### src/rtl/clk_period_meter.sv
// rtl/clk_period_meter.sv - measures period and high time of a slow signal in clk_in cycles
// Synchronizes sig_in, detects edges, and reports per-cycle period/high time with a sticky timeout.
module clk_period_meter #(
    parameter int WIDTH       = 16,
    parameter int SYNC_STAGES = 2
) (
    input  logic             clk_in,
    input  logic             rst_n,
    input  logic             sig_in,
    output logic [WIDTH-1:0] period,
    output logic [WIDTH-1:0] high_time,
    output logic             valid,
    output logic             timeout
);

    typedef enum logic {
        IDLE    = 1'b0,
        MEASURE = 1'b1
    } state_t;

    localparam logic [WIDTH-1:0] CNT_MAX = '1;
    localparam logic [WIDTH-1:0] CNT_ONE = {{(WIDTH-1){1'b0}}, 1'b1};

    state_t                 state_q, state_d;
    logic [SYNC_STAGES-1:0] sync_q, sync_d;
    logic                   prev_q, prev_d;
    logic [WIDTH-1:0]       cnt_q, cnt_d;
    logic [WIDTH-1:0]       hcnt_q, hcnt_d;
    logic                   in_high_q, in_high_d;
    logic [WIDTH-1:0]       period_q, period_d;
    logic [WIDTH-1:0]       high_time_q, high_time_d;
    logic                   valid_q, valid_d;
    logic                   timeout_q, timeout_d;

    logic s;
    logic rise;
    logic fall;

    assign s    = sync_q[SYNC_STAGES-1];
    assign rise = s & ~prev_q;
    assign fall = ~s & prev_q;

    always_comb begin
        sync_d      = {sync_q[SYNC_STAGES-2:0], sig_in};
        prev_d      = s;
        state_d     = state_q;
        cnt_d       = cnt_q;
        hcnt_d      = hcnt_q;
        in_high_d   = in_high_q;
        period_d    = period_q;
        high_time_d = high_time_q;
        valid_d     = 1'b0;
        timeout_d   = timeout_q;

        case (state_q)
            IDLE: begin
                // Arming rise only starts a measurement; timeout stays until a real result
                if (rise) begin
                    state_d   = MEASURE;
                    cnt_d     = CNT_ONE;
                    hcnt_d    = CNT_ONE;
                    in_high_d = 1'b1;
                end
            end
            MEASURE: begin
                if (rise) begin
                    period_d    = cnt_q;
                    high_time_d = hcnt_q;
                    valid_d     = 1'b1;
                    timeout_d   = 1'b0;
                    cnt_d       = CNT_ONE;
                    hcnt_d      = CNT_ONE;
                    in_high_d   = 1'b1;
                end else if (cnt_q == CNT_MAX) begin
                    timeout_d = 1'b1;
                    in_high_d = 1'b0;
                    state_d   = IDLE;
                end else begin
                    cnt_d = cnt_q + CNT_ONE;
                    if (fall) begin
                        in_high_d = 1'b0;
                    end else if (in_high_q && (hcnt_q != CNT_MAX)) begin
                        hcnt_d = hcnt_q + CNT_ONE;
                    end
                end
            end
            default: state_d = IDLE;
        endcase
    end

    always_ff @(posedge clk_in or negedge rst_n) begin
        if (!rst_n) begin
            state_q     <= IDLE;
            sync_q      <= '0;
            prev_q      <= 1'b0;
            cnt_q       <= '0;
            hcnt_q      <= '0;
            in_high_q   <= 1'b0;
            period_q    <= '0;
            high_time_q <= '0;
            valid_q     <= 1'b0;
            timeout_q   <= 1'b0;
        end else begin
            state_q     <= state_d;
            sync_q      <= sync_d;
            prev_q      <= prev_d;
            cnt_q       <= cnt_d;
            hcnt_q      <= hcnt_d;
            in_high_q   <= in_high_d;
            period_q    <= period_d;
            high_time_q <= high_time_d;
            valid_q     <= valid_d;
            timeout_q   <= timeout_d;
        end
    end

    assign period    = period_q;
    assign high_time = high_time_q;
    assign valid     = valid_q;
    assign timeout   = timeout_q;

endmodule

### config.mk
export PLATFORM = sky130hd
export DESIGN_NAME = clk_period_meter
export DESIGN_NICKNAME = d
export VERILOG_FILES = /design/src/rtl/clk_period_meter.sv
export SDC_FILE = /design/constraint.sdc
export NUM_CORES = 1
export LEC_CHECK = 0
export CORE_MARGIN = 5
export CORE_UTILIZATION = 51
export DETAILED_ROUTE_END_ITERATION = 12
export HOLD_SLACK_MARGIN = 0.12
export PLACE_DENSITY = 0.87
export SYNTH_ARGS = -nofsm -noshare
export SYNTH_HDL_FRONTEND = slang
export SYNTH_SLANG_ARGS = --single-unit
### constraint.sdc
create_clock -name clk_in -period 2.13 [get_ports clk_in]
set_clock_uncertainty 0.05 [all_clocks]
set_input_delay 0.426 -clock clk_in [delete_from_list [all_inputs] [get_ports clk_in]]
set_output_delay 0.426 -clock clk_in [all_outputs]
set_load 0.1 [all_outputs]
* Word level (Yosys, flattened, before mapping) *
Index checks and enable logic that the tools add are counted.

operators by class
  $add $sub $neg = 2
  multiply operators = 0
  div/mod/pow operators = 0
  magnitude comparators = 0
  eq/ne operators = 7
  shift-type cells = 0
  multiplexer cells = 21
  bitwise operators = 5
  reductions and logical operators = 7

operators by type and width
  operator                 number
  $mux W16                 7
  $pmux W16 S2             2
  $add A16 B1 Y16 const B  2
  $eq A16 B16 Y1 const B   1
  $ne A16 B16 Y1 const B   1
  $mux W1                  10
  $reduce_and A2 Y1        4
  $ne A3 B3 Y1 const B     2
  $ne A4 B1 Y1 const B     1
  $pmux W1 S2              2
  $reduce_and A4 Y1        1
  $ne A3 B1 Y1 const B     1
  $not A1 Y1               3
  $and A1 B1 Y1            2
  $ne A2 B2 Y1 const B     1
  $reduce_bool A2 Y1       1
  $logic_and A1 B1 Y1      1

storage, ports and cells
  register bits after elaboration = 71
  bits in latches = 0
  memory bits (writable) = 0
  memory bits (read-only) = 0
  bits of input ports = 3
  output and inout port bits = 34
  logic and storage cells = 52
  memories kept = 0

* Logic depth before layout (Yosys ltp) *
  depth after elaboration = 7
  depth in mapped cells = 8
  gate-level depth less buffers = 6

* Worst setup path after synthesis *
OpenSTA, ideal clock, no wires.

  path kind = register to register
  start point = register cnt_q[0]
  end point = register hcnt_q[10]
  library setup time = 0.082 ns
  arrival time = 1.840 ns
  data required time = 1.998 ns
  path slack = 0.158 ns
  cell stages (with the launch flop) = 7
  path buffers = 0
  period minus slack after synthesis = 1.972 ns
  cells stage by stage = dfrtp_1 -> ha_1 -> nand3_1 -> or4_4 -> o211a_2 -> maj3_2 -> a31oi_1

on the way
  longest elaborated chain between the ends = 3

ends and longest elaborated chain
  what                                line  text
  from (decl)                         27    logic [WIDTH-1:0] cnt_q, cnt_d;
  from (signal assigned)              107   cnt_q <= cnt_d;
  $eq A16 B16 Y1                      74    end else if (cnt_q == CNT_MAX) begin
  $ne A3 B3 Y1 (no source line)       n/a
  $reduce_and A4 Y1 (no source line)  n/a
  to (signal assigned)                108   hcnt_q <= hcnt_d;
  to (decl)                           28    logic [WIDTH-1:0] hcnt_q, hcnt_d;

No other way between the ends.
A chain may end at the register's enable or synchronous reset.

* Worst setup path in the final report *
  start point = register cnt_q[9]
  end point = register hcnt_q[11]

Same word-level chain as after synthesis.

==> results.md <==
- Flops & latches, synth: ~70
- Post-CTS sizing: 0
- Final setup viols: 0
- Primary FF master, synth: dfrtp_1
- Drt pass-1 iters: 5
- Reg2reg end: hcnt_q[11]$_DFFE_PN0P_
- CP max stage delay: between 0.5 and 0.6 ns
- Class of the worst hold path: flip-flop to flip-flop
- I/O Buffers: 36
- Drt total wl: 7920 microns
- Max Buffers Root-to-Sink: 2
- Main area contributors after synthesis: dfrtp_1 (53%), nand2_1 (13%), o21ai_0 (3.1%)
- Placed Area: about 3900 sq um
- R2r setup slk: around 0.1 ns
- Vias: between 2,000 and 3,000
- Sequential element share of the synthesized area: roughly 53%
- Final period util: between 90 and 100%
- Filler Cells Inserted: between 500 and 600
- CTS H-Tree Depth: 3
- Final hold violations: 0
- Min Tclk post-route: approximately 2.0 ns
- Largest net degree at the start of global routing: 28
- DRC: 0
- Layout cells sized above 1: about a fifth
- Worst Tran Pin Value: approximately 0.9 ns
- Crit path max fanout: 10
- Total negative slack: 0 ns
- # nets final: between 400 and 500
- CP startpoint: cnt_q[9]$_DFFE_PN0P_
- Initial core utilization: between 50% and 60%
- Worst Setup EP: hcnt_q[11]$_DFFE_PN0P_
- Asr flop ratio synth: between 90% and 100%
- CTS Buf Count: 9
- Initial drt markers: between 200 and 300
- Number of global-route vias before repair: 2,948
- Setup crit start kind: flip-flop
- RSZ-0062 raised after global routing: no
- Mapped Area: 3360 sq um
- Post-synth top cells: nand2_1 (112), dfrtp_1 (71), nor2_1 (24)
- Total grt overflow: 0
- Status: finished clean
- Pwr Total: approximately 4000 uW
- Number of antenna violations at the first check in global routing: 0
- Routed wire length per instance: roughly 15 microns
- Die width: 91.2 microns
- Hold_sp: sync_q[0]$_DFF_PN0_
- Required time of the worst setup path: about 2.3 ns
- Critical path depth: 6
- Leak: ~0.002 uW
- Fmax: 493 MHz
- CTS tree: built
- CP Buf/Inv Count: 1
- Critical Path AT: ~2.2 ns
- Cell Chain, Critical Path: nand4_2 -> or4_4 -> o211a_2 -> buf_4 -> a31oi_1 -> o21ai_0
- Synth area leader: dfrtp_1
- Slew Viols, Final: 0
- Clk root buf: clkbuf_8
- Top cell type's share of synthesized area: a little over half
- Clock Pin Slew Worst Setup and Hold Paths: 0.07 ns
- Setup CP Type: flip-flop to flip-flop
- RR Startpoint: cnt_q[9]$_DFFE_PN0P_
- Avg Cell Area, Syn: 8.97 sq um
- Number of max-cap violations: 0
- Cell family with most CP delay: simple AND/OR/NAND/NOR gates
- Placeable Area: between 6000 and 7000 sq um
- GPL Wtd Cong: 0.891
- DIE AREA: around 8300 sq um
- Crit end category: flip-flop
- Clock Latency Late Sink: 0.35 ns
- First-pass GRT wire length: about 14,000 microns
- VDD IR max: 962 uV
- Post-route cell area: about 4100 sq um
- Most frequent cell after synthesis: nand2_1
- Syn Nets: 380
- Ant diodes: 0
- Clock Sink Count: 71
- Via density: between 5 and 6
- Pwr per Cell Area: around 950 nW/um^2
- Dpl hpwl: 5480 microns
- Worst hold slack: around 0.3 ns
- Post-synth EDFFs: 0
- Syn Inst Count: about 380
- Top Ports: 37
- Slowest-stage cell, CP: or4_4
- Slew headroom: about two fifths
- Post-synth cell types: 44
- Post-route ant nets: 0
- R2R cell count: 6
- Synth warn: 0
- Area Overhead vs Synth: 23.1%
- GRT Overall Usage: around 20%
- Die height: slightly above 90 microns
- Std cell rows: 29
## layer usage
| layer | GRT usage [%] | wire length (microns) | vias to the layer above |
|---|---|---|---|
| met2 | 29.4 | 3540 | 115 |
| li1 | - | - | 1430 |
| met4 | 9.17 | 176 | 0 |
| met3 | 5.29 | 501 | 19 |
| met5 | 0 | 0 | - |
| met1 | 28.5 | 3700 | 1370 |
## logic make-up (layout without fill, tap and decap cells)
| family | count (synthesis) | count (layout) | share of synthesized area (%) |
|---|---|---|---|
| compound gates | 52 | 52 | 9.82 |
| xor+xnor | 11 | 11 | 2.86 |
| fa+ha+maj | 3 | 3 | 1.08 |
| buf+inv | 24 | 89 | 2.94 |
| flops | 71 | 71 | 52.8 |
| mux | 3 | 3 | 0.967 |
| simple gates | 211 | 211 | 29.5 |
## through the flow
step           utilization (%)  setup slack [ns]  cells
4_1_cts                   64.7            0.0764    516
6_report                  64.8             0.103    517
3_3_place_gp              61.2             0.136    500
2_1_floorplan                -             0.158    375
3_5_place_dp              61.2            0.0815    500
5_1_grt                   64.8           0.00596    517
## flip-flops by register name, summed over array words and instances (netlist names)
| register | cells |
|---|---|
| prev_q | 1 |
| in_high_q | 1 |
| valid | 1 |
| cnt_q | 16 |
| period | 16 |
| sync_q | 2 |
| state_q | 1 |
| high_time | 16 |
| hcnt_q | 16 |
| timeout | 1 |
## placed cells by master, fill, tap and decap left out, types with 3 or more instances in the layout
cell	count
and2_1	3
nor4_1	7
nor3_1	9
and4_1	5
o211ai_1	7
o21ai_0	21
xnor2_1	9
inv_1	6
nor2_1	24
nor2b_1	3
and3_1	7
a21oi_1	5
nand2_1	112
nand3_1	19
buf_4	63
clkbuf_8	10
dfrtp_1	71
nand4_1	8
a31oi_1	8
## layout make-up
type	instances	area (sq um)	share of cell area, %
multi-input cells	280	1490	36.1
clock inverters	4	70.1	1.69
repair buffers	68	538	13.0
inverters	6	22.5	0.544
well taps	77	96.3	2.33
clock buffers	11	141	3.42
flip-flops and latches	71	1780	42.9
## worst min-delay path by stage
stage,end,slack [ns],cells past startpoint
final,sync_q[1]$_DFF_PN0_,0.31,0
after global routing,sync_q[1]$_DFF_PN0_,0.31,0
after CTS,sync_q[1]$_DFF_PN0_,0.31,0
after detailed placement,sync_q[1]$_DFF_PN0_,0.29,0
after global placement,sync_q[1]$_DFF_PN0_,0.28,0
after floorplan,cnt_q[0]$_DFFE_PN0P_,0.08,0
## where the power goes
part           switching, uW  total [uW]  leakage, uW  internal (uW)
registers                102        1590     0.000951           1490
logic                    852        1160     0.000983            304
clock network            485        1170     0.000109            681
total                   1440        3920      0.00204           2480
## timing repair
action | in CTS | in global routing
setup buffers | 0 | 1
setup endpoints to repair | 0 | 2
hold buffers | 1 | 0
endpoints found under the hold margin | 20 | 0
Note: power is estimated with default switching activity, not from simulation.
